[config.mk]
export PLATFORM = sky130hd
export DESIGN_NAME = rand_range_capture
export DESIGN_NICKNAME = d
export VERILOG_FILES = /design/src/rtl/rng_pkg.sv /design/src/rtl/mod_reducer.sv /design/src/rtl/rand_range_capture.sv
export SDC_FILE = /design/constraint.sdc
export NUM_CORES = 1
export LEC_CHECK = 0
export BUFFER_PORTS_ARGS = -buffer_cell sky130_fd_sc_hd__buf_4
export CAP_MARGIN = 10
export CORE_UTILIZATION = 57
export DETAILED_ROUTE_END_ITERATION = 16
export HOLD_SLACK_MARGIN = 0.02
export PLACE_DENSITY = 0.78
export SLEW_MARGIN = 20
export SYNTH_ARGS = -nofsm -noshare
export SYNTH_HDL_FRONTEND = slang
export SYNTH_SLANG_ARGS = --single-unit
[constraint.sdc]
create_clock -name clk -period 4.5 [get_ports clk]
set_input_delay 0.675 -clock clk [delete_from_list [all_inputs] [get_ports clk]]
set_output_delay 0.675 -clock clk [all_outputs]
set_load 0.02 [all_outputs]
[src/rtl/rng_pkg.sv]
// Shared types and constants for the random-number capture path.
// Holds the FSM state type, the press counter width and a bit-index width helper.
package rng_pkg;

  typedef enum logic [1:0] {
    IDLE,
    REDUCE,
    HOLD
  } state_t;

  localparam int CNT_W_DEFAULT = 32;

  function automatic int idx_w(input int n);
    return (n > 1) ? $clog2(n) : 1;
  endfunction

endpackage

[src/rtl/mod_reducer.sv]
// Serial shift-subtract remainder: din mod SPAN, one bit per clock, MSB first; CNT_W clocks after start.
// done is asserted during the last bit and result is that bit's remainder; start is only honoured when idle.
module mod_reducer
  import rng_pkg::*;
#(
  parameter int              CNT_W = CNT_W_DEFAULT,
  parameter longint unsigned SPAN  = 100
) (
  input  logic             clk,
  input  logic             reset,
  input  logic             start,
  input  logic [CNT_W-1:0] din,
  output logic             done,
  output logic [CNT_W+1:0] result
);

  localparam int IW = idx_w(CNT_W);
  localparam logic [CNT_W+1:0] SPAN_W = (CNT_W+2)'(SPAN);

  logic [CNT_W-1:0] shreg;
  logic [CNT_W:0]   rem;
  logic [IW-1:0]    idx;
  logic             active;
  logic [CNT_W+1:0] t;
  logic [CNT_W+1:0] rem_next;

  always_comb begin
    t        = {rem, shreg[CNT_W-1]};
    rem_next = (t >= SPAN_W) ? (t - SPAN_W) : t;
  end

  assign done   = active && (idx == '0);
  assign result = rem_next;

  always_ff @(posedge clk or posedge reset) begin
    if (reset) begin
      shreg  <= '0;
      rem    <= '0;
      idx    <= '0;
      active <= 1'b0;
    end else if (start && !active) begin
      shreg  <= din;
      rem    <= '0;
      idx    <= IW'(CNT_W - 1);
      active <= 1'b1;
    end else if (active) begin
      // rem stays below SPAN, so the top bit of rem_next is always zero here
      rem   <= rem_next[CNT_W:0];
      shreg <= shreg << 1;
      if (idx == '0) begin
        active <= 1'b0;
      end else begin
        idx <= idx - IW'(1);
      end
    end
  end

endmodule

[src/rtl/rand_range_capture.sv]
// Snapshots counter_value on the falling edge of enable and returns it reduced into [RANGE_MIN, RANGE_MAX].
// rand_valid rises CNT_W clocks after the capture edge and holds until rand_ready; falls while busy are dropped.
module rand_range_capture
  import rng_pkg::*;
#(
  parameter int          CNT_W     = CNT_W_DEFAULT,
  parameter int          OUT_W     = 8,
  parameter int unsigned RANGE_MIN = 1,
  parameter int unsigned RANGE_MAX = 100
) (
  input  logic             clk,
  input  logic             reset,
  input  logic             enable,
  input  logic [CNT_W-1:0] counter_value,
  output logic [OUT_W-1:0] rand_value,
  output logic             rand_valid,
  input  logic             rand_ready,
  output logic             busy,
  output logic             dropped
);

  localparam longint unsigned SPAN = longint'(RANGE_MAX) - longint'(RANGE_MIN) + 1;

  if (RANGE_MIN > RANGE_MAX) begin : g_bad_range
    $error("rand_range_capture: RANGE_MIN must not exceed RANGE_MAX");
  end
  if (OUT_W < 32 && longint'(RANGE_MAX) >= (longint'(1) << OUT_W)) begin : g_bad_out_w
    $error("rand_range_capture: RANGE_MAX does not fit in OUT_W bits");
  end
  if (CNT_W < 62 && SPAN > (longint'(1) << CNT_W)) begin : g_bad_span
    $error("rand_range_capture: SPAN exceeds 2**CNT_W");
  end

  state_t           state, state_nxt;
  logic             enable_d;
  logic             fall;
  logic             red_start;
  logic             red_done;
  logic [CNT_W+1:0] red_result;
  logic [OUT_W-1:0] value_nxt;
  logic             valid_nxt;
  logic             dropped_nxt;

  mod_reducer #(
    .CNT_W (CNT_W),
    .SPAN  (SPAN)
  ) u_mod_reducer (
    .clk    (clk),
    .reset  (reset),
    .start  (red_start),
    .din    (counter_value),
    .done   (red_done),
    .result (red_result)
  );

  assign fall = enable_d & ~enable;
  assign busy = (state != IDLE);

  always_comb begin
    state_nxt   = state;
    value_nxt   = rand_value;
    valid_nxt   = rand_valid;
    dropped_nxt = 1'b0;
    red_start   = 1'b0;
    case (state)
      IDLE: begin
        if (fall) begin
          red_start = 1'b1;
          state_nxt = REDUCE;
        end
      end
      REDUCE: begin
        dropped_nxt = fall;
        if (red_done) begin
          value_nxt = OUT_W'(red_result + (CNT_W+2)'(RANGE_MIN));
          valid_nxt = 1'b1;
          state_nxt = HOLD;
        end
      end
      HOLD: begin
        // A fall coinciding with acceptance is still a drop: no queueing
        dropped_nxt = fall;
        if (rand_valid && rand_ready) begin
          valid_nxt = 1'b0;
          state_nxt = IDLE;
        end
      end
      default: state_nxt = IDLE;
    endcase
  end

  always_ff @(posedge clk or posedge reset) begin
    if (reset) begin
      state      <= IDLE;
      enable_d   <= 1'b0;
      rand_value <= '0;
      rand_valid <= 1'b0;
      dropped    <= 1'b0;
    end else begin
      state      <= state_nxt;
      enable_d   <= enable;
      rand_value <= value_nxt;
      rand_valid <= valid_nxt;
      dropped    <= dropped_nxt;
    end
  end

endmodule

# After elaboration in Yosys (flattened, before gate mapping)
# Index checks and enable logic that the tools add are counted.
# totals
wordCells	56
input_bits	36
regBits	84
# classes
mux	21
order_cmp	1
n_reduce_logical	14
bitwise_logic	2
eq_ne	6
n_addsub	3
# op_table
op	count
33-bit two-way mux	3
32-bit two-way mux	2
34-bit by 7-bit greater-or-equal comparator with 1-bit output, second input constant	1
33-bit by 7-bit subtractor with 33-bit output, second input constant	1
5-bit two-way mux	3
8-bit by 1-bit adder with 8-bit output, second input constant	1
1-bit two-way mux	8
2-bit two-way mux	3
2-bit != test, second input constant	3
2-bit one-hot mux with 3 select lines	1
3-bit AND reduction	2
2-bit nonzero test	3
5-bit logical NOT	1
5-bit by 1-bit subtractor with 5-bit output, second input constant	1
2-bit AND reduction	2
1-bit logical AND	3
2-bit by 1-bit == test with 1-bit output, second input constant	1
2-bit == test, second input constant	1
2-bit logical NOT	1
2-bit by 1-bit != test with 1-bit output, second input constant	1
1-bit one-hot mux with 2 select lines	1
2-bit OR reduction	1
1-bit bitwise AND	1
1-bit logical NOT	1
1-bit inverter	1

# Longest topological paths before layout
# Gate-level depths: netlist (run 1).
# logic_depth
depth_word	7
depth_mapped	11

# Hierarchy
# From an unflattened synthesis (run 1), not the netlist that was laid out.
# unflattened
hier_cells	579
area_unflattened_um2	5266.3
# modules_own_cells
module	cells_each	area_each_um2	instances	seq_area_each_um2
mod_reducer	511	4584.4	1	1776.7
rand_range_capture	68	681.9	1	325.3

# Worst setup path before layout (run 1)
# OpenSTA, ideal clock, no wires.
# synth_timing
path_type	register to register
start	register u_mod_reducer.rem[9]
end	register rand_value[6]
stages_incl_launch_ff	10
setup_time_ns	0.132
arrival_time_ns	2.738
path_buffers	2
path_slack_ns	1.630
path_cell_list	dfrtp_1 or4_4 or4_4 buf_6 or3_4 buf_6 nor4_4 o221ai_1 xnor2_1 o21ai_1
# synth_via
elab_chain_cells	3
# synth_rtl
element	line_no	source
start: declaration	mod_reducer.sv:21	logic [CNT_W:0] rem;
start signal: assignment	mod_reducer.sv:48	rem <= rem_next[CNT_W:0];
34-bit by 7-bit greater-or-equal comparator with 1-bit output	mod_reducer.sv:29	rem_next = (t >= SPAN_W) ? (t - SPAN_W) : t;
33-bit two-way mux	mod_reducer.sv:29	
8-bit by 1-bit adder with 8-bit output	rand_range_capture.sv:75	value_nxt = OUT_W'(red_result + (CNT_W+2)'(RANGE_MIN));
end signal: assignment	rand_range_capture.sv:102	rand_value <= value_nxt;
end: declaration	rand_range_capture.sv:15	output logic [OUT_W-1:0] rand_value,
# No other way between the ends.
# A chain may end at the register's enable or synchronous reset.

# Worst setup path after layout (run 1)
# layout_timing
start	register u_mod_reducer.rem[1]
end	register u_mod_reducer.rem[29]
# layout_via
elab_chain_cells	4
# layout_rtl
element	line_no	source
33-bit by 7-bit subtractor with 33-bit output or 34-bit by 7-bit greater-or-equal comparator with 1-bit output (tied branches)	mod_reducer.sv:29	
33-bit two-way mux *	mod_reducer.sv:29	
33-bit two-way mux *	mod_reducer.sv:46	end else if (active) begin
33-bit two-way mux *	mod_reducer.sv:41	end else if (start && !active) begin
# Mark *: on every way between the ends. The rest lies on a longest branch, timed or not. The select of a mux whose other input is x is not followed.

==> results of run 1 <==
==> sequential cells by signal, summed over array words and instances, names as in the netlist <==
signal / flops
u_mod_reducer.rem: 33
u_mod_reducer.active: 1
rand_valid: 1
state: 2
rand_value: 8
dropped: 1
u_mod_reducer.idx: 5
enable_d: 1
u_mod_reducer.shreg: 32
==> cells by family after synthesis <==
family,count (synthesis)
muxes,51
xor gates and xnor gates,31
AOI/OAI and AO/OA,97
and+or+nand+nor,167
DFF,84
adders and majority gates,9
buffers and inverters,39
==> layout by cell type, fill, tap and decap left out, types with 3 or more instances in the layout <==
cell,instances
nand2_1,98
dfrtp_1,83
mux2i_1,50
o21ai_0,50
buf_4,49
xor2_1,22
nor2_1,18
nor3_1,12
inv_1,12
a21oi_1,12
xnor2_1,9
ha_1,9
clkbuf_8,9
nor4_1,6
o31ai_1,6
nand3_1,5
a211oi_1,5
nor2b_1,4
nand3b_1,4
a22o_1,4
o21a_1,3
o21ai_1,3
==> metal layers <==
layer	global-route usage	part of all wire	vias up
met5	0	0	-
met4	0.0622	0.0074	0
met3	0.0544	0.041	6
met2	0.393	0.49	63
met1	0.289	0.46	1651
li1	-	-	1714
==> critical path: cells and delay by family (launching register included) <==
kind                     cells  cell delay, ns
AO/OA/AOI/OAI                2            0.71
XOR/XNOR                     1            0.17
adder cells (fa/ha/maj)      1            0.27
buffers and inverters        1            0.16
flip-flops                   1            0.50
multiplexers                 1            0.09
AND/OR/NAND/NOR              3            1.03
==> worst paths after layout <==
check,slack (ns),from,end,cells after the start
worst max-delay path,1.43,u_mod_reducer.rem[1],u_mod_reducer.rem[29],9
max in group asynchronous,3.07,reset,u_mod_reducer.shreg[1],3
worst min-delay path,0.44,enable,enable_d,1
worst max register to register,1.43,u_mod_reducer.rem[1],u_mod_reducer.rem[29],9
min in group asynchronous,0.49,reset,u_mod_reducer.rem[5],2
worst min register to register,0.48,u_mod_reducer.shreg[24],u_mod_reducer.shreg[25],2
==> cell type report <==
cell class | instances | area [um2] | share of cell area
multi-input combinational | 355 | 2300 | 0.449
sequential | 84 | 2110 | 0.412
timing repair buffer | 49 | 368 | 0.0720
clock buffer | 10 | 128 | 0.0250
tap | 102 | 128 | 0.0250
inverter | 13 | 50.0 | 0.00979
clock inverter | 5 | 37.5 | 0.00734
==> power by group through the flow <==
stage	logic (uW)	registers, uW	clock network (uW)
after floorplan	1030	1290	0
after global placement	1210	1380	0
after detailed placement	1260	1390	0
after CTS	1270	1380	491
after global routing	1410	1430	514
final	1260	1390	476
==> through the flow <==
step	cell area [um2]	hold WS, ns	setup slack (ns)
4_1_cts	5110	0.422	1.46
3_5_place_dp	4950	0.465	1.47
5_1_grt	5110	0.423	1.30
6_report	5110	0.438	1.43
2_1_floorplan	4550	0.449	1.63
3_3_place_gp	4950	0.456	1.55
==> results.ini, run 1 <==
[logic_synthesis]
synth_area_um2=4550
synth_cell_type_count=53
synth-seq-cells=84
netlist_instances=478
synth_edf_count=0
synthTopCellsByCount=nand2_1, dfrtp_1, mux2i_1, o21ai_0, xor2_1
synth_top_cells_by_area=dfrtp_1, mux2i_1, nand2_1, o21ai_0, xor2_1
synth_top_area_share=0.462
synthArstFlopShare=1.00
synth_top_family_by_area=simple AND/OR/NAND/NOR gates
synth_top_area_cell=dfrtp_1
yosysMostFrequentCell=nand2_1
synth_nets=523
synth_xor_area_frac=0.0596
yosysSeqAreaShare=0.462
syn_area_per_cell_um2=9.53
synth_simple_gate_area_share=0.174
synth_ff_type=dfrtp_1
muxShareOfSynthArea=0.112
synth_compound_area_frac=0.131
synth_fa_ha_area_frac=0.0247
yosysWarnings=0

[setup_path]
cpPeakStageDelay_ns=0.55
cp-start-kind=register
critPathKind=register to register
crit_path_end_kind=register
crit_fanout=12
crit_chain=inv_1 > ha_1 > nor2b_1 > a21o_1 > and3_1 > a2111o_1 > or4b_1 > xor2_1 > mux2i_1
cp.required_ns=4.72
worst_path_max_delay_cell=or4b_1
arrival_ns=3.29

[global_route]
grt_usage=0.229
grt_pass1_vias=3337
grt_max_degree=60
antenna_found_initial=0
grt-ovfl-total=0
grt_pass1_wl_mm=15.2

[power_and_ir_drop]
power_uw=3120
ir_worst_vdd_v=0.000301
comb_power_share=0.403
clkPwrFrac=0.153
p_leak_uw=0.00233
p_per_area_nw_per_um2=610
p_switching_uw=1300
intPower_uw=1820
seqPwrFrac=0.444
switching_share=0.417

[die]
ios=47
die_x_um=91.4
die_height_um=91.4
die_area_um2=8350
core_area_um2=7730
start_util=0.589
rows=32

[placement]
dp_cells=603
port_buffers=46
gp_congestion=0.894
dp_hpwl_mm=6.14

[route]
drc=0
totalWireLength_mm=8.95
dr.pass1.iters=5
initialDrtViolationCount=204
num_vias=3434
drtAntennaViolNets=0
wire_per_inst_um=14.5
routed_via_density=5.56

[sta]
max_slew.worst_pin.slew_ns=1.08
skew_ns=0.00855
max_slew_margin=0.277
rsz0062_at_grt=false
finalHoldViolCount=0
setup_viol=0
fin_crit_sh=0.683
period_minus_slack_ns=3.07
setup_tns_ns=0
fmax_mhz=326
slew_viol_final=0

[clocking]
cts.sinks=84
clkSlewWorstSetupHoldPaths_ns=0.09
clk_latency_ns=0.35
numCtsBuffers=9
cts_tree=done
cts.repair.resized=0
cts_hold_repair.buffers=0
cts_root_buf=clkbuf_8
cts_buffer_depth=2
htree_num_levels=3
post_cts_buffers=0

[finish]
utilization=0.662
layout.cells.non_filler=618
num_antenna_cells=0
syn_to_final_growth_pct=12.3
drive_above_1_share=0.147
nNetsFinal=557
fillCellCount=633

[outcome]
status=finished clean

[job]
drv_cap=0

[worst_hold_path]
min_path_type=primary input to register

Note: power is estimated with default switching activity, not from simulation.
==> run 2, diff against run 1 <==
--- a/config.mk
+++ b/config.mk
@@ -5,6 +5,7 @@
 export SDC_FILE = /design/constraint.sdc
 export NUM_CORES = 1
 export LEC_CHECK = 0
+export ABC_AREA = 1
 export BUFFER_PORTS_ARGS = -buffer_cell sky130_fd_sc_hd__buf_4
 export CAP_MARGIN = 10
 export CORE_UTILIZATION = 57
==> constraint.sdc (replaced) <==
create_clock -name clk -period 3.1 [get_ports clk]
set_input_delay 0.465 -clock clk [delete_from_list [all_inputs] [get_ports clk]]
set_output_delay 0.465 -clock clk [all_outputs]
set_load 0.02 [all_outputs]
==> results.ini, run 2 <==
[setup_path]
crit_start=u_mod_reducer.rem[1]
arrival_ns=2.65
critPathKind=register to register
crit_fanout=25
cp-start-kind=register
reg2reg_from=u_mod_reducer.rem[1]
crit_path_end_kind=register
cp.required_ns=3.36

[clocking]
cts_hold_repair.buffers=0
clkSlewWorstSetupHoldPaths_ns=0.09
post_cts_buffers=0
clk_latency_ns=0.36
cts_buffer_depth=2
cts.sinks=84
cts.repair.resized=0
htree_num_levels=3
cts_root_buf=clkbuf_8
numCtsBuffers=9
cts_tree=done

[die]
die_height_um=91.6
core_area_um2=7730
ios=47
die_x_um=91.6
rows=32
start_util=0.592
die_area_um2=8390

[global_route]
antenna_found_initial=0
grt_pass1_vias=3838
grt-ovfl-total=0
grt_max_degree=47
grt_usage=0.269
grt_pass1_wl_mm=17.7

[logic_synthesis]
synth_ff_type=dfrtp_1
synthTopCellsByCount=nand2_1, dfrtp_1, inv_1, nor2_1, nand3_1
synth_top_cells_by_area=dfrtp_1, nand2_1, inv_1, nand3_1, nor2_1
yosysMostFrequentCell=nand2_1
synth-seq-cells=84
synth_area_um2=4580
netlist_instances=574
syn_area_per_cell_um2=7.97
synth_nets=619
synthArstFlopShare=1.00
synth_cell_type_count=38
synth_top_area_share=0.459
yosysSeqAreaShare=0.459
synth_edf_count=0
yosysWarnings=0
synth_top_area_cell=dfrtp_1

[finish]
reg_top3=u_mod_reducer.rem (33), u_mod_reducer.shreg (32), rand_value (8)
utilization=0.674
largest_register_ffs=33
drive_above_1_share=0.166
syn_to_final_growth_pct=13.9
layout_commonest_cell=nand2_1
nNetsFinal=662
num_antenna_cells=0
fillCellCount=686
regMostFlops=u_mod_reducer.rem
final_cell_mix=nand2_1, dfrtp_1, inv_1, buf_4, nor2_1

[sta]
max_slew.worst_pin.slew_ns=1.02
max_slew_margin=0.322
hold_ws_ns=0.229
fin_crit_sh=0.772
period_minus_slack_ns=2.39
setup_viol=0
skew_ns=0.0121
setup_tns_ns=0
rsz0062_at_grt=false
fmax_mhz=418
slew_viol_final=0
finalHoldViolCount=0

[placement]
dp_hpwl_mm=7.11
port_buffers=46
gp_congestion=0.925

[route]
drc=0
wire_per_inst_um=14.2
drtAntennaViolNets=0
totalWireLength_mm=10.3
dr.pass1.iters=5
initialDrtViolationCount=296
num_vias=3941
routed_via_density=5.44

[power_and_ir_drop]
ir_worst_vdd_v=0.000227
p_per_area_nw_per_um2=375
p_leak_uw=0.00254

[worst_hold_path]
min_from=enable
min_path_type=primary input to register

[job]
drv_cap=0

[outcome]
status=finished clean

## run 2: changes by cell type after synthesis, moves of 8 or more
cell | previous run | this run
nand2_1 | 98 | 155
nand4_1 | 0 | 8
inv_1 | 13 | 62
nand2_2 | 0 | 8
inv_2 | 0 | 9
mux2i_1 | 50 | 0
xor2_1 | 22 | 14
nor2_1 | 19 | 50
o211ai_1 | 0 | 14
o22ai_1 | 1 | 11
o21ai_0 | 50 | 26
nand3_1 | 5 | 38
nor3_1 | 12 | 3
## run 2: power by group
part / internal [uW] / leakage, uW / switching (uW) / total (uW)
clock: 380 / 0.0000935 / 418 / 798
sequential: 1100 / 0.000852 / 0.413 / 1100
combinational: 31.6 / 0.00160 / 30.2 / 61.7
## run 2: logic make-up after synthesis
family,share of synthesized area
XOR/XNOR,0.0380
adder cells (fa/ha/maj),0.0246
AO/OA/AOI/OAI,0.119
AND/OR/NAND/NOR,0.280
flip-flops,0.459
buffers and inverters,0.0787
## run 2: layout make-up
class	count	area, um2	share of cell area
sequential	84	2100	0.403
clock buffer	10	128	0.0245
multi-input combinational	399	2120	0.406
tap	102	128	0.0245
timing repair buffer	51	395	0.0759
inverter	72	272	0.0521
clock inverter	6	71.3	0.0137
## run 2: worst max-delay path: stages (launching register included)
cell and delay, ns:
dfrtp_1 0.43, inv_2 0.11, ha_1 0.22, nand2_2 0.08, a21oi_2 0.26, nand3_2 0.16, nor2_8 0.16, nand2_4 0.21
nand2_1 0.16, nand2_1 0.13, nand2_1 0.10, nor2_1 0.06, nand2_1 0.05, nand2_1 0.05, nand3_1 0.06, nand2_1 0.05
## run 2: final timing paths
path / to / slack [ns] / depth (start not counted)
max in group asynchronous: u_mod_reducer.shreg[31] / 2.17 / 3
min in group asynchronous: u_mod_reducer.idx[4] / 0.24 / 2
max: rand_value[7] / 0.71 / 15
min reg2reg: rand_value[6] / 0.49 / 2
min: enable_d / 0.23 / 1
max reg2reg: rand_value[7] / 0.71 / 15
## run 2: metal layers
layer,up-vias,part of all wire,global-route usage
met4,0,0.018,0.104
met2,121,0.49,0.445
met5,-,0,0
met1,1850,0.45,0.355
met3,17,0.048,0.0402
li1,1953,-,-
## run 2: metrics by stage
step / instances / cell area, um2 / total power [uW] / worst slack, ns
detailed placement: 708 / 5010 / 1180 / 0.789
CTS: 724 / 5210 / 1980 / 0.743
finish: 724 / 5210 / 1960 / 0.705
global placement: 708 / 5010 / 1180 / 0.856
global route: 724 / 5210 / 2020 / 0.581
floorplan: 574 / 4580 / 1140 / 0.470
==> run 3, diff against run 2 <==
--- a/config.mk
+++ b/config.mk
@@ -8,10 +8,10 @@
 export ABC_AREA = 1
 export BUFFER_PORTS_ARGS = -buffer_cell sky130_fd_sc_hd__buf_4
 export CAP_MARGIN = 10
-export CORE_UTILIZATION = 57
+export CORE_UTILIZATION = 53
 export DETAILED_ROUTE_END_ITERATION = 16
 export HOLD_SLACK_MARGIN = 0.02
-export PLACE_DENSITY = 0.78
+export PLACE_DENSITY = 0.76
 export SLEW_MARGIN = 20
 export SYNTH_ARGS = -nofsm -noshare
 export SYNTH_HDL_FRONTEND = slang
==> constraint.sdc (replaced) <==
create_clock -name clk -period 2.1 [get_ports clk]
set_input_delay 0.315 -clock clk [delete_from_list [all_inputs] [get_ports clk]]
set_output_delay 0.315 -clock clk [all_outputs]
set_load 0.02 [all_outputs]
==> results.ini, run 3 (synthesis gave the netlist of run 2 again) <==
[setup_path]
r2r_cells=13
cp.required_ns=2.34
crit_path_end_kind=register
worst_path_max_delay_cell=dfrtp_1
critPathKind=register to register
cp-start-kind=register
crit_chain=inv_2 > ha_4 > nand2_4 > a21oi_4 > nand3_4 > nor2_8 > nand2_8 > buf_6 > inv_4 > nor2_2 > o21ai_1 > a21oi_1 > o21bai_1
crit_fanout=8
arrival_ns=2.36
cpPeakStageDelay_ns=0.45

[global_route]
grt-ovfl-total=0
grt_usage=0.265
grt_pass1_wl_mm=18.4
grt_max_degree=39
use_met1=0.334
use_met3=0.0515
grt.busiest_layer=met2
grt_use_met2=0.450
antenna_found_initial=0
grt_pass1_vias=4110

[route]
drc=0
wire_per_inst_um=14.9
initialDrtViolationCount=270
dr.pass1.iters=5
num_vias=4226
totalWireLength_mm=11.5
routed_via_density=5.50
drtAntennaViolNets=0

[power_and_ir_drop]
ir_worst_vdd_v=0.000371
p_leak_uw=0.00277
power_uw=3070
p_per_area_nw_per_um2=532

[outcome]
status=finished, violations left
violations=negative setup slack

[placement]
port_buffers=46
dp_hpwl_mm=7.71
dp_cells=739
dpl_worst_slack_ns=-0.0376
gp_congestion=0.916

[finish]
syn_to_final_growth_pct=26.1
num_antenna_cells=0
drive_above_1_share=0.265
utilization=0.695
reg_top3=u_mod_reducer.rem (33), u_mod_reducer.shreg (32), rand_value (8)
largest_register_ffs=33
layout.cells.non_filler=769
nNetsFinal=704
layout_commonest_cell=nand2_1
final_cell_mix=nand2_1, buf_4, dfrtp_1, inv_1, nor2_1
regMostFlops=u_mod_reducer.rem

[clocking]
numCtsBuffers=9
cts.sinks=84
clk_latency_ns=0.35
htree_num_levels=3
cts_root_buf=clkbuf_8
cts_tree=done
cts_buffer_depth=2
clkSlewWorstSetupHoldPaths_ns=0.09

[sta]
max_slew.worst_pin.slew_ns=0.527
slew_viol_final=0
max_slew_margin=0.648
setup_viol=1
finalHoldViolCount=0
fmax_mhz=472
fin_ws_ns=-0.0190
fin_crit_sh=1.01
skew_ns=0.0130
period_minus_slack_ns=2.12
setup_tns_ns=-0.0190
rsz0062_at_grt=true

[job]
drv_cap=0

[die]
die_x_um=94.9
start_util=0.551
die_area_um2=9010
core_area_um2=8300
ios=47
die_height_um=94.9
rows=33

[worst_hold_path]
hold_path_depth=1
min_path_type=primary input to register

run 3: final timing paths:
path / from / endpoint / slack, ns
min: enable / enable_d / 0.08
min in group asynchronous: reset / u_mod_reducer.idx[0] / 0.55
max: u_mod_reducer.rem[1] / u_mod_reducer.rem[13] / -0.02
max reg2reg: u_mod_reducer.rem[1] / u_mod_reducer.rem[13] / -0.02
min reg2reg: rand_value[5] / rand_value[5] / 0.48
max in group asynchronous: reset / u_mod_reducer.shreg[20] / 0.94
run 3: critical path, delay by kind of cell (launching register included):
family	cells	cell delay, ns
buf+inv	3	0.30
simple gates	5	0.56
flops	1	0.45
fa+ha+maj	1	0.15
compound gates	4	0.53
run 3: cell type report:
class	instances	area, um2
Clock buffer	11	151
Clock inverter	5	81.3
Fill cell	654	2530
Inverter	72	277
Multi-Input combinational cell	400	2310
Sequential cell	84	2100
Tap cell	105	131
Timing Repair Buffer	92	713
run 3: stage by stage:
step                hold WS, ns  area [um2]
floorplan                 0.346        4580
global placement          0.386        5230
detailed placement        0.388        5230
CTS                      0.0625        5500
global route             0.0546        5770
finish                   0.0792        5770
run 3: layer usage:
layer  part of all wire  up-vias  wire (um)
met2               0.49      126       5690
met1               0.43     2023       4980
met3              0.043       34        493
li1                   -     2043          -
met4              0.029        0        328
met5                  0        -          0
run 3: timing repair:
action	CTS	global route
setup buffers	1	11
pin swaps	2	20
gates cloned	0	1
setup endpoints to repair	11	19
endpoints found under the hold margin	20	0
hold buffers	1	0
gates resized for setup	3	47
run 3: power by group:
| part | switching (uW) | total, uW | internal, uW |
|---|---|---|---|
| clock | 614 | 1350 | 738 |
| sequential | 0.610 | 1620 | 1620 |
| combinational | 46.6 | 97.0 | 50.4 |
